--- src/rtl/gauss_filter_imgwr_p.sv ---
// rtl/gauss_filter_imgwr_p.sv - Gauss filter image writer: tags filter beats with (x,y) and drives the frame-buffer write port
// Optional build macro GF_IMGWR_SKIP_PAD_EN: lead-in beats (p<0) are accepted and counted but never written.
module gauss_filter_imgwr_p #(
  parameter int DW    = 8,
  parameter int CW    = 10,
  parameter int IMG_W = 256,
  parameter int IMG_H = 256,
  parameter int LAT   = 2
) (
  input  logic          clk,
  input  logic          rst,
  input  logic          start,
  input  logic          mode_i,
  output logic          busy,
  output logic          finish,
  input  logic [DW-1:0] dt_i,
  input  logic          dv_i,
  output logic          rdy_o,
  output logic          wr_en_o,
  input  logic          wr_rdy_i,
  output logic [CW-1:0] wr_px_o,
  output logic [CW-1:0] wr_py_o,
  output logic [DW-1:0] wr_dt_o
);

  typedef enum logic [1:0] {IDLE, PASS0, PASS1, DONE} state_t;

  localparam logic [CW-1:0] P_FIRST = CW'(-LAT);
  localparam logic [CW-1:0] W_LAST  = CW'(IMG_W - 1);
  localparam logic [CW-1:0] H_LAST  = CW'(IMG_H - 1);

  state_t        state, state_nx;
  logic [CW-1:0] pos, line;
  logic          mode;
  logic          in_pass, accept, pos_last, line_last, pass_end, frame_end, write_beat;
  logic [CW-1:0] beat_x, beat_y;

  always_comb begin
    in_pass   = (state == PASS0) || (state == PASS1);
    rdy_o     = in_pass && (!wr_en_o || wr_rdy_i);
    busy      = in_pass;
    // start takes priority: a beat offered in the start cycle is dropped
    accept    = dv_i && rdy_o && !start;
    pos_last  = (pos  == ((state == PASS1) ? H_LAST : W_LAST));
    line_last = (line == ((state == PASS1) ? W_LAST : H_LAST));
    pass_end  = accept && pos_last && line_last;
    frame_end = pass_end && ((state == PASS1) || !mode);
    beat_x    = (state == PASS1) ? line : pos;
    beat_y    = (state == PASS1) ? pos  : line;
`ifdef GF_IMGWR_SKIP_PAD_EN
    write_beat = accept && !pos[CW-1];
`else
    write_beat = accept;
`endif
  end

  always_comb begin
    state_nx = state;
    case (state)
      IDLE:    state_nx = IDLE;
      PASS0:   if (pass_end) state_nx = mode ? PASS1 : DONE;
      PASS1:   if (pass_end) state_nx = DONE;
      DONE:    state_nx = IDLE;
      default: state_nx = IDLE;
    endcase
    if (start) state_nx = PASS0;
  end

  always_ff @(posedge clk) begin
    if (rst) state <= IDLE;
    else     state <= state_nx;
  end

  // Scan counters restart at -LAT/0 at every pass boundary so PASS1 starts fresh
  always_ff @(posedge clk) begin
    if (rst) begin
      pos  <= P_FIRST;
      line <= '0;
      mode <= 1'b0;
    end else if (start) begin
      pos  <= P_FIRST;
      line <= '0;
      mode <= mode_i;
    end else if (accept) begin
      if (pos_last) begin
        pos  <= P_FIRST;
        line <= line_last ? '0 : line + 1'b1;
      end else begin
        pos <= pos + 1'b1;
      end
    end
  end

  always_ff @(posedge clk) begin
    if (rst) finish <= 1'b0;
    else     finish <= frame_end;
  end

  always_ff @(posedge clk) begin
    if (rst || start) begin
      wr_en_o <= 1'b0;
      wr_px_o <= '0;
      wr_py_o <= '0;
      wr_dt_o <= '0;
    end else if (write_beat) begin
      wr_en_o <= 1'b1;
      wr_px_o <= beat_x;
      wr_py_o <= beat_y;
      wr_dt_o <= dt_i;
    end else if (wr_rdy_i) begin
      wr_en_o <= 1'b0;
    end
  end

endmodule

--- config.mk ---
export PLATFORM = sky130hd
export DESIGN_NAME = gauss_filter_imgwr_p
export DESIGN_NICKNAME = d
export VERILOG_FILES = /design/src/rtl/gauss_filter_imgwr_p.sv
export SDC_FILE = /design/constraint.sdc
export NUM_CORES = 1
export LEC_CHECK = 0
export BUFFER_PORTS_ARGS = -buffer_cell sky130_fd_sc_hd__buf_4
export CAP_MARGIN = 10
export CORE_MARGIN = 8
export CORE_UTILIZATION = 40
export CTS_CLUSTER_SIZE = 10
export DETAILED_ROUTE_END_ITERATION = 12
export HOLD_SLACK_MARGIN = 0.03
export PLACE_DENSITY_LB_ADDON = 0.25
export REMOVE_ABC_BUFFERS = 1
export SYNTH_ARGS = -nofsm -noshare
export SYNTH_HDL_FRONTEND = slang
export SYNTH_SLANG_ARGS = --single-unit
--- constraint.sdc ---
create_clock -name clk -period 3.1 [get_ports clk]
set_input_delay 0.465 -clock clk [delete_from_list [all_inputs] [get_ports clk]]
set_output_delay 0.465 -clock clk [all_outputs]
set_load 0.02 [all_outputs]
==> flow_metrics.py <==
metrics = {
    "outcome": {
        "status": "finished clean",
    },
    "yosys": {
        "synthTopCellsByCount": "dfxtp_1 (53), nor2_1 (29), mux2i_1 (24)",
        "synth_warnings": 0,
        "synth_flop_cell": "dfxtp_1",
        "syn-mean-instance-area_um2": 8.68,
        "synth_seq_area_share_pct": 42.3,
        "synth-edff-count": 0,
        "synthArstFlopShare_pct": 0,
        "synth_area_leader_cell": "dfxtp_1",
        "postSynthCellCount": 289,
        "yosysMostFrequentCell": "dfxtp_1",
        "ys_seq_elements": 53,
        "synth.distinct_cells": 39,
        "synth_top_area_share_pct": 42.3,
        "synthTopCellsByArea": "dfxtp_1 (42%), mux2i_1 (9.6%), a211oi_1 (6.3%), nor2_1 (4.3%), a21oi_1 (3.4%)",
        "netlist_area_um2": 2510,
    },
    "die": {
        "dieWidth_um": 95.2,
        "num_rows": 29,
        "io_pins": 46,
        "die_area_um2": 9060,
        "fp.dieH_um": 95.2,
        "core_um2": 6200,
        "start_util_pct": 40.4,
    },
    "detailed_routing": {
        "wl_um": 5570,
        "via_per_inst": 5.35,
        "routed-via-count": 2141,
        "first_pass_iters": 4,
        "dr.first_iter.drc_count": 139,
        "postRouteAntennaNets": 0,
        "drc": 0,
        "wire_per_inst_um": 13.9,
    },
    "placed_design": {
        "place_congestion": 0.818,
        "detailed_place_hpwl_um": 4000,
        "dp.cells": 392,
        "port_buffers": 45,
    },
    "worst_setup_path": {
        "arrival_ns": 2.82,
        "ff2ff_path_depth": 7,
        "worstReg2RegStart": "state[0]",
        "cp-start-kind": "register",
        "worstPathMaxFanout": 17,
        "crit_family": "simple AND/OR/NAND/NOR gates",
        "max_stage_delay_ns": 0.66,
        "cp_num_cells": 7,
        "crit_buf_inv": 2,
        "cp_cell_sequence": "inv_1, ha_1, nand2b_4, or4_1, buf_4, or4_1, a21oi_1",
        "critPathKind": "reg2reg",
        "critPathLaunch": "state[0]",
        "regToRegEndpoint": "line[9]",
        "crit_path_frequent_cell": "or4_1",
        "slowest_stage": "or4_1",
        "cp_data_required_time_ns": 3.33,
        "endpoint_kind": "register",
        "cp-endpoint": "line[9]",
        "reg2reg_setup_slack_ns": 0.51,
    },
    "global_route": {
        "antenna_found_initial": 0,
        "grt_max_degree": 44,
        "grt_use_total_pct": 12.6,
        "first_global_vias": 1985,
        "grt_pass1_wl_um": 9380,
        "overflow": 0,
    },
    "pwr": {
        "p_per_area_nw_per_um2": 439,
        "power_mw": 1.32,
        "peakVddDrop_mv": 0.236,
        "p_leak_nw": 1.06,
    },
    "clock_network": {
        "cts_resized": 0,
        "postCtsSetupBuffers": 0,
        "numCtsBuffers": 5,
        "cts_num_sinks": 53,
        "cts.path.max_buffers": 2,
        "cts.reportedPaths.clkPinSlew_ns": 0.09,
        "cts_tree": "built",
        "htree_num_levels": 2,
        "cts_root_buf": "clkbuf_8",
        "postCtsHoldBufs": 0,
        "clock_latency_ns": 0.30,
    },
    "timing": {
        "finClkSkew_ns": 0.00563,
        "hold_ws_ns": 0.373,
        "maxSlewHeadroom_pct": 53.7,
        "rsz0062_at_grt": "no",
        "max_clock_freq_mhz": 386,
        "worst_pin_slew_ns": 0.693,
        "finalCriticalPeriod_ns": 2.59,
        "finalSetupTns_ns": 0,
        "finalHoldViolations": 0,
        "drv_slew": 0,
        "setup_viol_count_final": 0,
        "finalCritPeriodShare_pct": 83.5,
    },
    "final_layout": {
        "syn_to_final_growth_pct": 19.4,
        "fin_nets": 340,
        "finish.utilization_pct": 48.2,
        "drive_gt1_share_pct": 19.2,
        "stdcell_count": 400,
        "num_antenna_cells": 0,
    },
    "hold_path": {
        "min_path_cells": 2,
        "min_path_type": "in2reg",
    },
    "flow_run": {
        "drv_cap": 0,
    },
}
worst min-delay path by stage:
stage	start	to	slack (ns)
6_report	rst	mode	0.37
5_1_grt	rst	mode	0.38
4_1_cts	rst	mode	0.37
3_5_place_dp	wr_dt_o[5]	wr_dt_o[5]	0.47
3_3_place_gp	wr_dt_o[3]	wr_dt_o[3]	0.46
2_1_floorplan	state[1]	state[1]	0.45
layout make-up:
cell class | count | area (µm²)
multi-input cells | 205 | 1320
flip-flops and latches | 53 | 1060
fillers | 628 | 3210
clock buffers | 7 | 86.3
clock inverters | 1 | 30.0
well taps | 77 | 96.3
repair buffers | 50 | 375
inverters | 7 | 26.3
cell families (layout without fill, tap and decap cells):
logic type	Yosys count	count (layout)	share of synthesized area (%)
xor+xnor	5	5	1.75
simple gates	109	109	22.9
flops	53	53	42.3
mux	24	24	9.58
compound gates	63	63	16.2
buf+inv	31	65	5.34
fa+ha+maj	4	4	2.00
routing by layer:
layer	track usage [%]	up-vias	part of all wire, %
met3	4.33	5	7.1
li1	-	1120	-
met5	0	-	0
met2	20.4	48	46
met4	3.64	0	0.88
met1	15.5	968	46
sequential cells by signal, indices dropped and copies added (netlist names):
name and flops:
pos 10, line 10, state 2, wr_en_o 1
wr_dt_o 8, wr_py_o 10, wr_px_o 10, finish 1
mode 1
layout by cell type, fill, tap and decap left out, types with 4 or more instances in the layout:
| master | netlist | routed |
|---|---|---|
| dfxtp_1 | 53 | 53 |
| buf_4 | 0 | 50 |
| nor2_1 | 29 | 29 |
| mux2i_1 | 24 | 24 |
| nand2_1 | 22 | 22 |
| a211oi_1 | 21 | 21 |
| a21oi_1 | 17 | 17 |
| nand3_1 | 11 | 11 |
| o21ai_0 | 9 | 9 |
| or4_1 | 9 | 9 |
| inv_1 | 7 | 7 |
| nor3_1 | 7 | 6 |
| nand4_1 | 6 | 6 |
| o31ai_1 | 6 | 6 |
| clkbuf_8 | 0 | 6 |
| nor4_1 | 5 | 5 |
| nand3b_1 | 4 | 4 |
| o21ai_1 | 4 | 4 |
| ha_1 | 4 | 4 |
power breakdown:
group	leakage (nW)	internal, mW	switching (mW)	total (mW)
sequential	0.429	0.692	0.00690	0.698
combinational	0.576	0.0531	0.0748	0.128
clock	0.0585	0.264	0.225	0.489
total	1.06	1.01	0.307	1.32
worst reg2reg max path, stage by stage (launching register included):
cell and delay, ns:
dfxtp_1 0.37, inv_1 0.05, ha_1 0.31, nand2b_4 0.22
or4_1 0.66, buf_4 0.24, or4_1 0.51, a21oi_1 0.16
stage by stage:
stage,worst slack [ns],area [µm²]
after detailed placement,0.530,2880
after floorplan,-0.602,2400
after global routing,0.329,2990
after CTS,0.509,2990
after global placement,0.605,2880
final,0.513,2990
Power figures use the tool's default switching activity.
